**config.mk**
```make
export PLATFORM = sky130hd
export DESIGN_NAME = usb_data_buffer
export DESIGN_NICKNAME = d
export VERILOG_FILES = /design/src/rtl/usb_data_buffer.sv
export SDC_FILE = /design/constraint.sdc
export NUM_CORES = 1
export LEC_CHECK = 0
export CELL_PAD_IN_SITES_DETAIL_PLACEMENT = 1
export CELL_PAD_IN_SITES_GLOBAL_PLACEMENT = 2
export CORE_MARGIN = 2
export CORE_UTILIZATION = 44
export DETAILED_ROUTE_END_ITERATION = 12
export GPL_TIMING_DRIVEN = 0
export PLACE_DENSITY_LB_ADDON = 0.3
export SYNTH_ARGS = -nofsm -noshare
export SYNTH_HDL_FRONTEND = slang
export SYNTH_SLANG_ARGS = --single-unit
```
**constraint.sdc**
```tcl
create_clock -name clk -period 2.6 [get_ports clk]
set_input_delay 0.52 -clock clk [delete_from_list [all_inputs] [get_ports clk]]
set_output_delay 0.52 -clock clk [all_outputs]
set_load 0.01 [all_outputs]
```
**src/rtl/usb_data_buffer.sv**
```systemverilog
// usb_data_buffer
//   Shared byte FIFO between the AHB-lite slave register block and the USB
//   protocol engines. The USB RX engine and the AHB slave both write into it.
//   The AHB slave and the USB TX engine both read from it. The head entry is
//   shown on both read ports. Occupancy and error pulses are registered.
//
// Ports
//   clk                   system clock, rising edge
//   n_rst                 synchronous active-low reset
//   clear                 flush request; empties the buffer
//   store_tx_data/tx_data AHB-side write strobe / byte
//   get_rx_data/rx_data   AHB-side read strobe / show-ahead head byte
//   store_rx_packet_data/rx_packet_data  USB RX write strobe / byte
//   get_tx_packet_data/tx_packet_data    USB TX read strobe / show-ahead byte
//   buffer_occupancy      entries held, 0..DEPTH
//   overflow              one-cycle pulse: a write was dropped
//   underflow             one-cycle pulse: a read was refused
module usb_data_buffer #(
  parameter int DEPTH = 64,
  parameter int WIDTH = 8,
  parameter int OCC_W = $clog2(DEPTH) + 1
) (
  input  logic             clk,
  input  logic             n_rst,
  input  logic             clear,
  input  logic             store_tx_data,
  input  logic [WIDTH-1:0] tx_data,
  input  logic             get_rx_data,
  output logic [WIDTH-1:0] rx_data,
  input  logic             store_rx_packet_data,
  input  logic [WIDTH-1:0] rx_packet_data,
  input  logic             get_tx_packet_data,
  output logic [WIDTH-1:0] tx_packet_data,
  output logic [OCC_W-1:0] buffer_occupancy,
  output logic             overflow,
  output logic             underflow
);

  localparam int PTR_W = $clog2(DEPTH);
  localparam logic [OCC_W-1:0] FULL_CNT = OCC_W'(DEPTH);

  logic [WIDTH-1:0] mem_q [DEPTH];
  logic [PTR_W-1:0] wptr_q, wptr_d;
  logic [PTR_W-1:0] rptr_q, rptr_d;
  logic [OCC_W-1:0] cnt_q, cnt_d;
  logic             overflow_q, overflow_d;
  logic             underflow_q, underflow_d;

  logic             wr_req, rd_req;
  logic             wr_ok, rd_ok;
  logic [WIDTH-1:0] wr_byte;
  logic [WIDTH-1:0] head;

  always_comb begin
    wr_req      = store_rx_packet_data | store_tx_data;
    rd_req      = get_rx_data | get_tx_packet_data;
    // RX engine wins when both writers strobe together.
    wr_byte     = store_rx_packet_data ? rx_packet_data : tx_data;
    // No fall-through: a read needs data already present before this edge.
    rd_ok       = rd_req && (cnt_q != '0) && !clear;
    // A full buffer still accepts a write when a read frees a slot this edge.
    wr_ok       = wr_req && ((cnt_q < FULL_CNT) || rd_ok) && !clear;

    wptr_d      = wptr_q;
    rptr_d      = rptr_q;
    cnt_d       = cnt_q;
    overflow_d  = 1'b0;
    underflow_d = 1'b0;

    if (clear) begin
      wptr_d = '0;
      rptr_d = '0;
      cnt_d  = '0;
    end else begin
      if (wr_ok) wptr_d = wptr_q + PTR_W'(1);
      if (rd_ok) rptr_d = rptr_q + PTR_W'(1);
      if (wr_ok && !rd_ok) cnt_d = cnt_q + OCC_W'(1);
      else if (rd_ok && !wr_ok) cnt_d = cnt_q - OCC_W'(1);
      // A dropped TX byte (both writers) or a dropped write to full.
      overflow_d  = (store_rx_packet_data && store_tx_data) || (wr_req && !wr_ok);
      // Both readers collapse to one pop, or a read from empty.
      underflow_d = (get_rx_data && get_tx_packet_data) || (rd_req && !rd_ok);
    end
  end

  always_ff @(posedge clk) begin
    if (!n_rst) begin
      wptr_q      <= '0;
      rptr_q      <= '0;
      cnt_q       <= '0;
      overflow_q  <= 1'b0;
      underflow_q <= 1'b0;
    end else begin
      wptr_q      <= wptr_d;
      rptr_q      <= rptr_d;
      cnt_q       <= cnt_d;
      overflow_q  <= overflow_d;
      underflow_q <= underflow_d;
      if (wr_ok) mem_q[wptr_q] <= wr_byte;
    end
  end

  // Array is not reset, so mask the head while empty.
  assign head             = (cnt_q == '0) ? '0 : mem_q[rptr_q];
  assign rx_data          = head;
  assign tx_packet_data   = head;
  assign buffer_occupancy = cnt_q;
  assign overflow         = overflow_q;
  assign underflow        = underflow_q;

endmodule

```
==> flow_summary_export.csv, run 1 <==
group,metric,value,unit
critical_path,crit_buf_inv,4,
layout,drive_gt1_frac,0.404,
drt,viasPerCell,6.12,
synth,seq_area_frac_synth,0.746,
clock_tree,clock_latency,0.62,ns
placement,port_buffers,47,
drt,via_count,11500,
clock_tree,htree_levels,2,
layout,final_cells,1881,
synth,synth_top_area_share,0.721,
drt,drt_iter0_markers,1390,
layout,layout.nets,1259,
synth,synth_fp_nets,1103,
clock_tree,cts_buffers,54,
timing,slew_viol_final,0,
synth,synth_edf_count,512,
critical_path,cp-start-kind,"flop",
timing,tns,-13.49,ns
hold_path,min_path_type,"reg -> reg",
placement,gp_congestion,0.839,
synth,synth_area_leaders,"edfxtp_1 72%, mux4_2 14%, dfxtp_1 2.5%, nor2_1 1.9%, mux2i_1 0.80%",
layout,area_growth,24.7,%
synth,syn_area_per_cell,19.9,sq um
outcome,violations,"setup timing",
synth,ys_async_sr_fraction,0,
floorplan,pin_count,48,
drt,drc,0,
global_routing,grt_pass1_wl,87600,um
outcome,status,"finished, violations left",
critical_path,critPathMaxStageDelay,0.52,ns
synth,synthFlopType,"edfxtp_1",
synth,syn_inst,1071,
pwr,ir_drop,0.449,mV
drt,ant_nets,0,
drt,wl_per_cell,32.9,um
floorplan,die_w,224,um
timing,post-route-period-util,1.37,
drt,routed_wl,61800,um
synth,synthTopCellsByCount,"512 x edfxtp_1, 128 x mux4_2, 106 x nor2_1, 27 x dfxtp_1, 22 x buf_4",
timing,slew-limit-headroom,0.322,
layout,antennaDiodeCount,0,
global_routing,grt_max_degree,65,
critical_path,crit-reg2reg-launch,"wptr_q[5]",
pwr,power_density,733,nW/um^2
timing,rsz0062_at_grt,"true",
timing,finalWorstSetupSlack,-0.956,ns
synth,synth_cell_types,60,
synth,ys_warn_count,0,
critical_path,cp.required,2.08,ns
clock_tree,cts_root_buf,"clkbuf_16",
floorplan,core,47700,sq um
placement,hpwl,36900,um
floorplan,die_area,50200,sq um
timing,skew,0.0137,ns
hold_path,holdCritStartpoint,"rptr_q[5]",
global_routing,grt_pass1_vias,11900,
global_routing,grt_usage,0.251,
timing,finalSetupViolCount,16,
global_routing,antenna_found_initial,0,
timing,tightest_slew,1.02,ns
clock_tree,cts_tree,"built",
synth,yosysMostFrequentCell,"edfxtp_1",
flow_run,cap_violations,0,
clock_tree,ctsLongestPathBuffers,3,
critical_path,worstPathCellList,"buf_12 > buf_12 > mux4_2 > a22oi_2 > o21ai_2 > o221ai_2 > o41ai_4 > buf_4 > buf_6",
synth,yosysTopAreaCell,"edfxtp_1",
placement,dp.cells,1733,
timing,hold_violations,0,
floorplan,rows,80,
critical_path,cpMostUsedCell,"buf_12",
critical_path,cp-end-kind,"primary output",
critical_path,path_max_fanout,10,
critical_path,cp_data_arrival_time,3.04,ns
floorplan,die_y,224,um
floorplan,floorplan.initialDensity,0.447,
critical_path,path_delay_family,"compound AO/OA/AOI/OAI gates",
drt,drt_pass1_iterations,5,
pwr,leakage,8.08,nW
clock_tree,clkTransAtPathRegs,0.06,ns
clock_tree,cts_sinks,539,
critical_path,crit_type,"reg -> out",
timing,finalCriticalPeriod,3.56,ns
pwr,finalPower,19.5,mW
global_routing,grt_overflow,0,
timing,max_freq,0.281,GHz
synth,synth_area,21300,sq um
synth,synth-seq-cells,539,
critical_path,slowest_stage,"mux4_2",
-- per-stage QoR --
| step | setup slack, ns | hold WS, ns | area [sq um] | util |
|---|---|---|---|---|
| after global routing | -1.02 | 0.549 | 26600 | 0.557 |
| after global placement | -1.80 | 0.502 | 22600 | 0.473 |
| after detailed placement | -1.78 | 0.504 | 22600 | 0.473 |
| final | -0.956 | 0.510 | 26600 | 0.557 |
| after CTS | -1.00 | 0.513 | 26000 | 0.545 |
| after floorplan | 0.0414 | 0.459 | 21300 | - |
-- worst register-to-register path: stages, from the launching register on --
cell and delay, ns:
dfxtp_1 0.30, clkbuf_1 0.49, or3b_2 0.50, buf_1 0.38
nor2_2 0.54
-- kinds of logic after synthesis --
group,count (synthesis),synth area share
buffers and inverters,68,0.0202
AND/OR/NAND/NOR,190,0.0413
AO/OA/AOI/OAI,96,0.0320
flip-flops,539,0.746
multiplexers,156,0.149
XOR/XNOR,13,0.00534
adder cells (fa/ha/maj),9,0.00563
-- per-layer routing --
metal	share of wire	global-route usage	vias to the layer above
met4	0.029	0.0869	0
met1	0.41	0.352	6136
li1	-	-	4732
met5	0	0	-
met2	0.48	0.394	532
met3	0.085	0.0550	107
-- path summary, 6_finish.rpt --
check / slack [ns] / depth (start not counted) / endpoint
hold / removal: 0.51 / 2 / rptr_q[5]
setup / recovery: -0.96 / 9 / tx_packet_data[7]
hold reg to reg: 0.51 / 2 / rptr_q[5]
setup reg to reg: 0.03 / 4 / mem_q[38][1]
-- repair_timing --
action / CTS / global route
gates resized for setup: 391 / 95
setup endpoints to repair: 532 / 327
pin swaps: 35 / 26
hold buffers: 0 / 0
cloned: 5 / 1
setup buffers: 36 / 15
-- power breakdown --
part           switching [mW]  leakage, nW  internal, mW
sequential             0.0454         4.82          9.60
combinational            1.22         2.44          1.08
clock                    3.29        0.813          4.27
-- registers in the layout (all words and copies together), names as in the netlist, named ones only --
name              flops
buffer_occupancy      7
mem_q               512
overflow              1
rptr_q                6
underflow             1
wptr_q                6
-- cells in the final DEF (no fill, tap or decap), types with 5 or more instances in the layout --
cell,netlist,routed
nand2_1,21,14
mux2i_1,17,7
ha_1,8,6
buf_12,1,21
clkdlybuf4s50_1,0,30
buf_4,22,39
o22ai_4,0,6
xor2_1,9,9
nor2b_1,10,8
nand2_4,0,5
o22ai_1,20,6
and2_1,5,5
buf_6,8,21
clkbuf_16,0,58
clkbuf_4,0,6
buf_16,0,10
nor2_4,0,62
buf_8,1,11
mux4_2,128,128
clkinv_2,0,5
edfxtp_1,512,512
mux2_4,0,6
mux2_2,11,5
o22ai_2,0,8
clkbuf_1,21,21
clkinv_1,0,14
dfxtp_1,27,21
nor2_2,0,12
nor2_1,106,32
mux2i_4,0,6
o221ai_2,0,6
o21ai_2,0,10
-- final cells by class --
class | count | area (sq um)
fill | 4121 | 21200
buffer | 59 | 711
sequential | 539 | 15900
multi-input combinational | 464 | 6270
timing repair buffer | 104 | 1210
clock inverter | 24 | 188
tap | 615 | 769
clock buffer | 71 | 1480
inverter | 5 | 23.8
Note: power is estimated with default switching activity, not from simulation.
==> inputs of run 2 (changes only) <==
CAP_MARGIN = 5   (was not set)
==> run 2 against run 1 <==
Effect of this change:
- sequential cell count unchanged
- the flow still finishes with violations (setup timing)
- maximum frequency up 0.34%
- die area unchanged
- register-to-register slack better by 0.02 ns
- utilization up 0.068 points
- highest routed layer unchanged
- combinational power about the same
- largest cell class unchanged
- cell count up 0.11%
- hold slack about the same
==> flow_summary_export.csv, run 2 (synthesized netlist as in run 1, its figures left out) <==
group,metric,value,unit
global_routing,grt_max_degree,65,
timing,max_freq,0.282,GHz
critical_path,path_delay_family,"compound AO/OA/AOI/OAI gates",
outcome,status,"finished, violations left",
floorplan,die_area,50200,sq um
timing,hold_violations,0,
critical_path,r2r_end,"mem_q[63][6]",
layout,largest_reg_flops,512,
clock_tree,htree_levels,2,
floorplan,floorplan.initialDensity,0.447,
floorplan,rows,80,
critical_path,critPathMaxStageDelay,0.52,ns
critical_path,rrSetupSlack,0.05,ns
timing,tns,-13.39,ns
layout,antennaDiodeCount,0,
placement,port_buffers,47,
placement,hpwl,36900,um
timing,holdWs,0.510,ns
clock_tree,cts_tree,"built",
layout,area_growth,24.9,%
critical_path,crit_type,"reg -> out",
critical_path,crit-reg2reg-launch,"buffer_occupancy[6]",
clock_tree,ctsHoldBuffers,0,
critical_path,path_max_fanout,10,
hold_path,min_delay_worst_endpoint,"rptr_q[5]",
layout,layout.nets,1261,
pwr,power_density,733,nW/um^2
timing,slew-limit-headroom,0.318,
layout,drive_gt1_frac,0.405,
hold_path,holdCritStartpoint,"rptr_q[5]",
clock_tree,clock_latency,0.62,ns
placement,placed_area,22600,sq um
placement,gp_congestion,0.839,
global_routing,grt_pass1_vias,11900,
outcome,violations,"setup timing",
layout,final_common_cell,"edfxtp_1",
timing,finalSetupViolCount,16,
floorplan,core,47700,sq um
layout,fin_area,26600,sq um
floorplan,pin_count,48,
critical_path,cpMostUsedCell,"buf_12",
clock_tree,clkTransAtPathRegs,0.06,ns
timing,finalCriticalPeriod,3.54,ns
pwr,ir_drop,0.447,mV
drt,routed_wl,61900,um
critical_path,cp_data_arrival_time,3.02,ns
critical_path,cp.required,2.08,ns
global_routing,grt_overflow,0,
drt,wl_per_cell,32.9,um
timing,post-route-period-util,1.36,
clock_tree,cts_root_buf,"clkbuf_16",
floorplan,die_w,224,um
drt,viasPerCell,6.13,
drt,drt_iter0_markers,1312,
flow_run,cap_violations,0,
pwr,leakage,8.09,nW
critical_path,crit_buf_inv,4,
global_routing,grt_usage,0.251,
clock_tree,ctsLongestPathBuffers,3,
placement,dp.cells,1733,
drt,drc,0,
hold_path,hold_depth,2,
drt,ant_nets,0,
critical_path,cp-start-kind,"flop",
critical_path,worstPathCellList,"buf_12 > buf_12 > mux4_2 > a22oi_2 > o21ai_2 > o221ai_2 > o41ai_4 > buf_4 > buf_6",
critical_path,r2r_cells,4,
drt,via_count,11500,
critical_path,slowest_stage,"mux4_2",
clock_tree,cts_buffers,54,
hold_path,min_path_type,"reg -> reg",
placement,place_ws,-1.78,ns
floorplan,die_y,224,um
layout,final_cell_mix,"512 x edfxtp_1, 128 x mux4_2, 62 x nor2_4, 58 x clkbuf_16, 39 x buf_4",
timing,tightest_slew,1.02,ns
layout,final_cells,1883,
drt,drt_pass1_iterations,5,
global_routing,antenna_found_initial,0,
global_routing,grt_pass1_wl,87600,um
layout,regMostFlops,"mem_q",
timing,rsz0062_at_grt,"true",
clock_tree,cts_sinks,539,
timing,skew,0.0129,ns
critical_path,cp-end-kind,"primary output",
timing,finalWorstSetupSlack,-0.944,ns
timing,slew_viol_final,0,
[run 2: changes by cell type in the layout (fill, tap and decap cells not counted)]
| cell | previous run | this run |
|---|---|---|
| mux2_4 | 6 | 4 |
| mux2_2 | 5 | 7 |
| buf_12 | 21 | 23 |
[run 2: stage by stage]
step / utilization / power (mW)
after floorplan: - / 10.8
after global placement: 0.473 / 11.5
after detailed placement: 0.473 / 11.5
after CTS: 0.545 / 19.4
after global routing: 0.558 / 20.0
final: 0.558 / 19.5
[run 2: how the worst max path moves through the flow]
stage	startpoint	slack, ns	end	depth (start not counted)
after floorplan	flop	0.04	tx_packet_data[7]	8
after global placement	flop	-1.80	tx_packet_data[5]	9
after detailed placement	flop	-1.78	tx_packet_data[5]	9
after CTS	flop	-1.00	tx_packet_data[2]	10
after global routing	flop	-1.02	tx_packet_data[7]	9
final	flop	-0.94	tx_packet_data[7]	9
[run 2: power breakdown]
part | switching (mW) | internal, mW | leakage, nW | total (mW)
Sequential | 0.0455 | 9.60 | 4.82 | 9.64
Combinational | 1.22 | 1.09 | 2.45 | 2.30
Clock | 3.29 | 4.27 | 0.813 | 7.56
[run 2: metal layers]
| metal | GRT usage | share of wire | up-vias |
|---|---|---|---|
| met4 | 0.0869 | 0.030 | 0 |
| met3 | 0.0550 | 0.078 | 104 |
| li1 | - | - | 4744 |
| met2 | 0.394 | 0.48 | 488 |
| met5 | 0 | 0 | - |
| met1 | 0.352 | 0.41 | 6200 |
[run 2: worst min-delay path, delay by kind of cell, from the launching register on]
kind               cells  cell delay [ns]
AOI/OAI and AO/OA      2             0.15
DFF                    1             0.30
[run 2: what timing repair did]
item                                   CTS  global route
setup endpoints to repair              532           227
buffers inserted                        36            15
endpoints found under the hold margin    0             0
gates cloned                             5             1
pin swaps                               35            26
gates resized for setup                391            93
[run 2: area by class of cell]
class	count	area [sq um]
sequential	539	15900
timing repair buffer	106	1250
tap	615	769
fill	4121	21100
clock buffer	71	1480
clock inverter	24	188
inverter	5	23.8
buffer	59	711
multi-input combinational	464	6270
==> inputs of run 3 (changes only) <==
CORE_UTILIZATION = 49   (was 44)
clock period = 3.29 ns   (was 2.6 ns; I/O delays follow)
==> run 3 against run 2 <==
Effect of this change:
- the run still ends with setup timing left
- global-route usage grew 3.1 points
- sequential cell count is the same
- clock power is 11% lower
- first-iteration DRC count decreased by 0.23%
- combinational power down 27%
- clock skew up 0.0026 ns
- critical path type unchanged
- largest power group unchanged
==> flow_summary_export.csv, run 3 (synthesized netlist as in run 1, its figures left out) <==
group,metric,value,unit
critical_path,slowest_stage,"mux4_2",
timing,holdWs,0.515,ns
outcome,violations,"setup timing",
pwr,power_density,614,nW/um^2
timing,hold_violations,0,
timing,post-route-period-util,1.11,
placement,placed_area,22500,sq um
timing,finalCriticalPeriod,3.66,ns
critical_path,cp_data_arrival_time,3.00,ns
pwr,leakage,8.10,nW
timing,tightest_slew,1.44,ns
critical_path,critPathMaxStageDelay,0.56,ns
clock_tree,cts_sinks,539,
pwr,switching_share,0.229,
clock_tree,clkTransAtPathRegs,0.06,ns
flow_run,cap_violations,0,
global_routing,grt_max_degree,65,
timing,finalWorstSetupSlack,-0.367,ns
layout,layout.nets,1258,
layout,fin_area,26200,sq um
pwr,p_seq_frac,0.474,
critical_path,worstPathCellList,"buf_12 > buf_16 > mux4_2 > mux2i_2 > o22ai_2 > o221ai_4 > o41ai_4 > buf_4 > buf_6",
placement,place_ws,-1.25,ns
pwr,p_sw,3.67,mW
layout,antennaDiodeCount,0,
critical_path,cp.required,2.63,ns
layout,regMostFlops,"mem_q",
layout,area_growth,22.8,%
critical_path,rrSetupSlack,-0.10,ns
drt,drt_pass1_iterations,5,
critical_path,crit_type,"reg -> out",
clock_tree,cts_root_buf,"clkbuf_16",
outcome,status,"finished, violations left",
pwr,p_int,12.4,mW
critical_path,cp-start-kind,"flop",
global_routing,grt_pass1_vias,12100,
placement,port_buffers,47,
placement,gp_congestion,0.878,
global_routing,grt_overflow,0,
placement,dp.cells,1703,
drt,drc,0,
clock_tree,cts_buffers,55,
floorplan,pin_count,48,
critical_path,path_max_fanout,8,
clock_tree,ctsLongestPathBuffers,3,
drt,via_count,11800,
global_routing,grt_usage,0.282,
floorplan,rows,76,
clock_tree,clock_latency,0.61,ns
pwr,ir_drop,0.449,mV
clock_tree,ctsHoldBuffers,0,
drt,wl_per_cell,33.7,um
floorplan,core,43000,sq um
critical_path,crit_buf_inv,4,
clock_tree,cts_tree,"built",
drt,routed_wl,62500,um
drt,drt_iter0_markers,1309,
layout,largest_reg_flops,512,
floorplan,die_w,213,um
global_routing,antenna_found_initial,1,
placement,hpwl,37800,um
timing,skew,0.0155,ns
pwr,clockPowerShare,0.421,
global_routing,grt_pass1_wl,87700,um
timing,slew-limit-headroom,0.0427,
layout,final_common_cell,"edfxtp_1",
timing,max_freq,0.273,GHz
hold_path,min_path_type,"reg -> reg",
floorplan,die_y,213,um
drt,viasPerCell,6.33,
layout,final_cell_mix,"512 x edfxtp_1, 128 x mux4_2, 63 x nor2_1, 57 x clkbuf_16, 40 x nor2_2",
timing,finalSetupViolCount,104,
floorplan,die_area,45200,sq um
pwr,comb_power_share,0.105,
layout,final_cells,1858,
critical_path,path_delay_family,"multiplexers",
floorplan,floorplan.initialDensity,0.496,
layout,drive_gt1_frac,0.381,
clock_tree,htree_levels,2,
critical_path,cp-end-kind,"primary output",
layout,fin_util,0.609,
drt,ant_nets,0,
timing,slew_viol_final,0,
timing,rsz0062_at_grt,"true",
run 3: path summary, 6_finish.rpt:
kind	from	end	cells past startpoint
setup / recovery	flop	tx_packet_data[2]	9
hold / removal	rptr_q[5]	rptr_q[5]	2
setup reg to reg	buffer_occupancy[6]	mem_q[2][1]	4
hold reg to reg	rptr_q[5]	rptr_q[5]	2
run 3: worst min-delay path: cells and delay by family, from the launching register on:
family          cells  cell delay [ns]
compound gates      2             0.15
flops               1             0.31
run 3: power groups by stage:
stage	clock network, mW	registers, mW	logic, mW
floorplan	0	7.76	0.743
global placement	0	7.76	1.30
detailed placement	0	7.77	1.33
CTS	6.79	7.62	1.63
global route	7.03	7.62	1.77
finish	6.76	7.62	1.68
run 3: what timing repair did:
| item | 4_1_cts | 5_1_grt |
|---|---|---|
| endpoints found under the setup margin | 96 | 182 |
| buffers inserted | 40 | 12 |
| gates resized for setup | 290 | 82 |
| pin swaps | 35 | 22 |
| hold endpoints to repair | 0 | 0 |
| cloned | 3 | 2 |
run 3: routing by layer:
layer | up-vias | track usage | routed length (um)
li1 | 4736 | - | -
met5 | - | 0 | 9
met2 | 651 | 0.459 | 30500
met4 | 2 | 0.112 | 2330
met3 | 139 | 0.0548 | 5390
met1 | 6228 | 0.378 | 24300
run 3: stage by stage:
step	power, mW	TNS, ns
3_3_place_gp	9.06	-255.54
6_report	16.1	-8.92
3_5_place_dp	9.10	-272.29
2_1_floorplan	8.50	0
5_1_grt	16.4	-17.17
4_1_cts	16.0	-5.96
run 3: final cells by class:
| class | count | area [sq um] |
|---|---|---|
| Sequential cell | 539 | 15900 |
| Fill cell | 3634 | 16800 |
| Tap cell | 585 | 732 |
| Multi-Input combinational cell | 464 | 5750 |
| Buffer | 59 | 703 |
| Timing Repair Buffer | 102 | 1100 |
| Clock buffer | 66 | 1450 |
| Clock inverter | 38 | 499 |
| Inverter | 5 | 18.8 |
==> patch, RTL diff (config.mk and constraints of run 3) <==
Register the output `underflow` once more, without a reset; this adds one clock of latency there. The other outputs are not delayed to match. Comments in the files are not updated.
--- a/src/rtl/usb_data_buffer.sv
+++ b/src/rtl/usb_data_buffer.sv
@@ -107,5 +107,7 @@
   assign buffer_occupancy = cnt_q;
   assign overflow         = overflow_q;
-  assign underflow        = underflow_q;
+  always_ff @(posedge clk) begin
+    underflow <= underflow_q;
+  end
 
 endmodule
Check against the original RTL: not equivalent (a bounded check fails within 4 cycles, from zero or initial values).
==> patch against run 3 <==
  * The run still ends with negative setup slack left
  * Hold slack got worse by 190 ps
  * Routed wire length down 2.8%
  * Area after synthesis barely moved
  * Cell count down 0.43%
  * Via count down 0.26%
  * Critical path depth up 1
  * Clock power is 6.8% lower
  * Count of clock-buffer cells in the layout grew 2
  * Core utilization shrank 0.61 points
  * Synthesized cell count hardly changed
  * Worst setup slack worse by 130 ps
  * Total power down 2.9%
  * Cell area down 0.78%
  * Sequential cell count rose by 1
  * Largest power group unchanged
==> patch: results (changes against run 3) <==
| Metric | Value |
|---|---|
| Total track usage | `28.0% (-0.20 points)` |
| Outcome | `complete, but fails checks` |
| Initial antenna violation count | `0 (-1)` |
| Placed cell area | `0.0225 mm^2 (about the same)` |
| Worst setup margin | `-493 ps (-126 ps)` |
| DR vias/cell | `6.34 (+0.17%)` |
| Crit-path max cell delay | `520 ps (-40 ps)` |
| Max IR drop VDD | `0.452 mV (+0.67%)` |
| Post-Place Worst Slack | `-1170 ps (+79.6 ps)` |
| Iteration count of the initial detailed-routing pass | `6 (+1)` |
| Reg area | `0.0159 mm^2 (+0.11%)` |
| FF+latch count | `540 (+0.19%)` |
| Final setup fails | `24 (-77%)` |
| First-pass GRT wire length | `87,200 um (-0.58%)` |
| Sequential fraction of the synthesis area | `74.7% (about the same)` |
| Clock Skew | `23.2 ps (+7.70 ps)` |
| Post-layout util | `60.3% (-0.61 points)` |
| Post-synthesis compound-gate area fraction | `3.20% (about the same)` |
| Clock buf count | `68 (+3.0%)` |
| CTS Buf Count | `54 (-1.8%)` |
| Clock Latency Late Sink | `630 ps (+20 ps)` |
| Pleak | `8.01 nW (-1.1%)` |
| Multiplexer share of the synthesized area | `14.9% (about the same)` |
| Failing checks | `negative setup slack` |
| Layout cell share with drive strength beyond 1 | `36.0% (-2.1 points)` |
| PwrDens | `600 mW/mm^2 (-2.2%)` |
| Setup_tns | `-5860 ps (+3060 ps)` |
| Clk pwr | `0.00630 W (-6.8%)` |
| Multi-input combinational area share | `21.6% (-0.33 points)` |
| Reg power frac | `48.9% (+1.5 points)` |
-- patch: changes by cell type in the layout (fill, tap and decap cells not counted), sizes merged --
cell         before  now
buf             110  107
bufbuf            0    1
bufinv           11    8
clkbuf           86   87
clkinv           19   18
clkinvlp          3    1
dfxtp            27   28
dlygate4sd2       0    1
inv              10    7
-- patch: path summary, 6_finish.rpt --
path                                    start                     end  slack [ps]  depth (start not counted)
max                                 flip-flop       tx_packet_data[0]        -490                         10
min                    underflow_q$_SDFF_PP0_       underflow$_DFF_P_         330                          0
max reg2reg  buffer_occupancy[6]$_SDFFE_PP0P_  mem_q[17][1]$_DFFE_PP_         100                          4
min reg2reg            underflow_q$_SDFF_PP0_       underflow$_DFF_P_         330                          0
-- patch: per-layer routing --
layer	wire length, um	global-route usage [%]	vias up	share of wire [%]
met2	28500	43.3	590	47
met1	24900	39.3	6267	41
met4	2560	12.6	0	4.2
met5	0	0	-	0
met3	4820	5.21	142	7.9
li1	-	-	4726	-
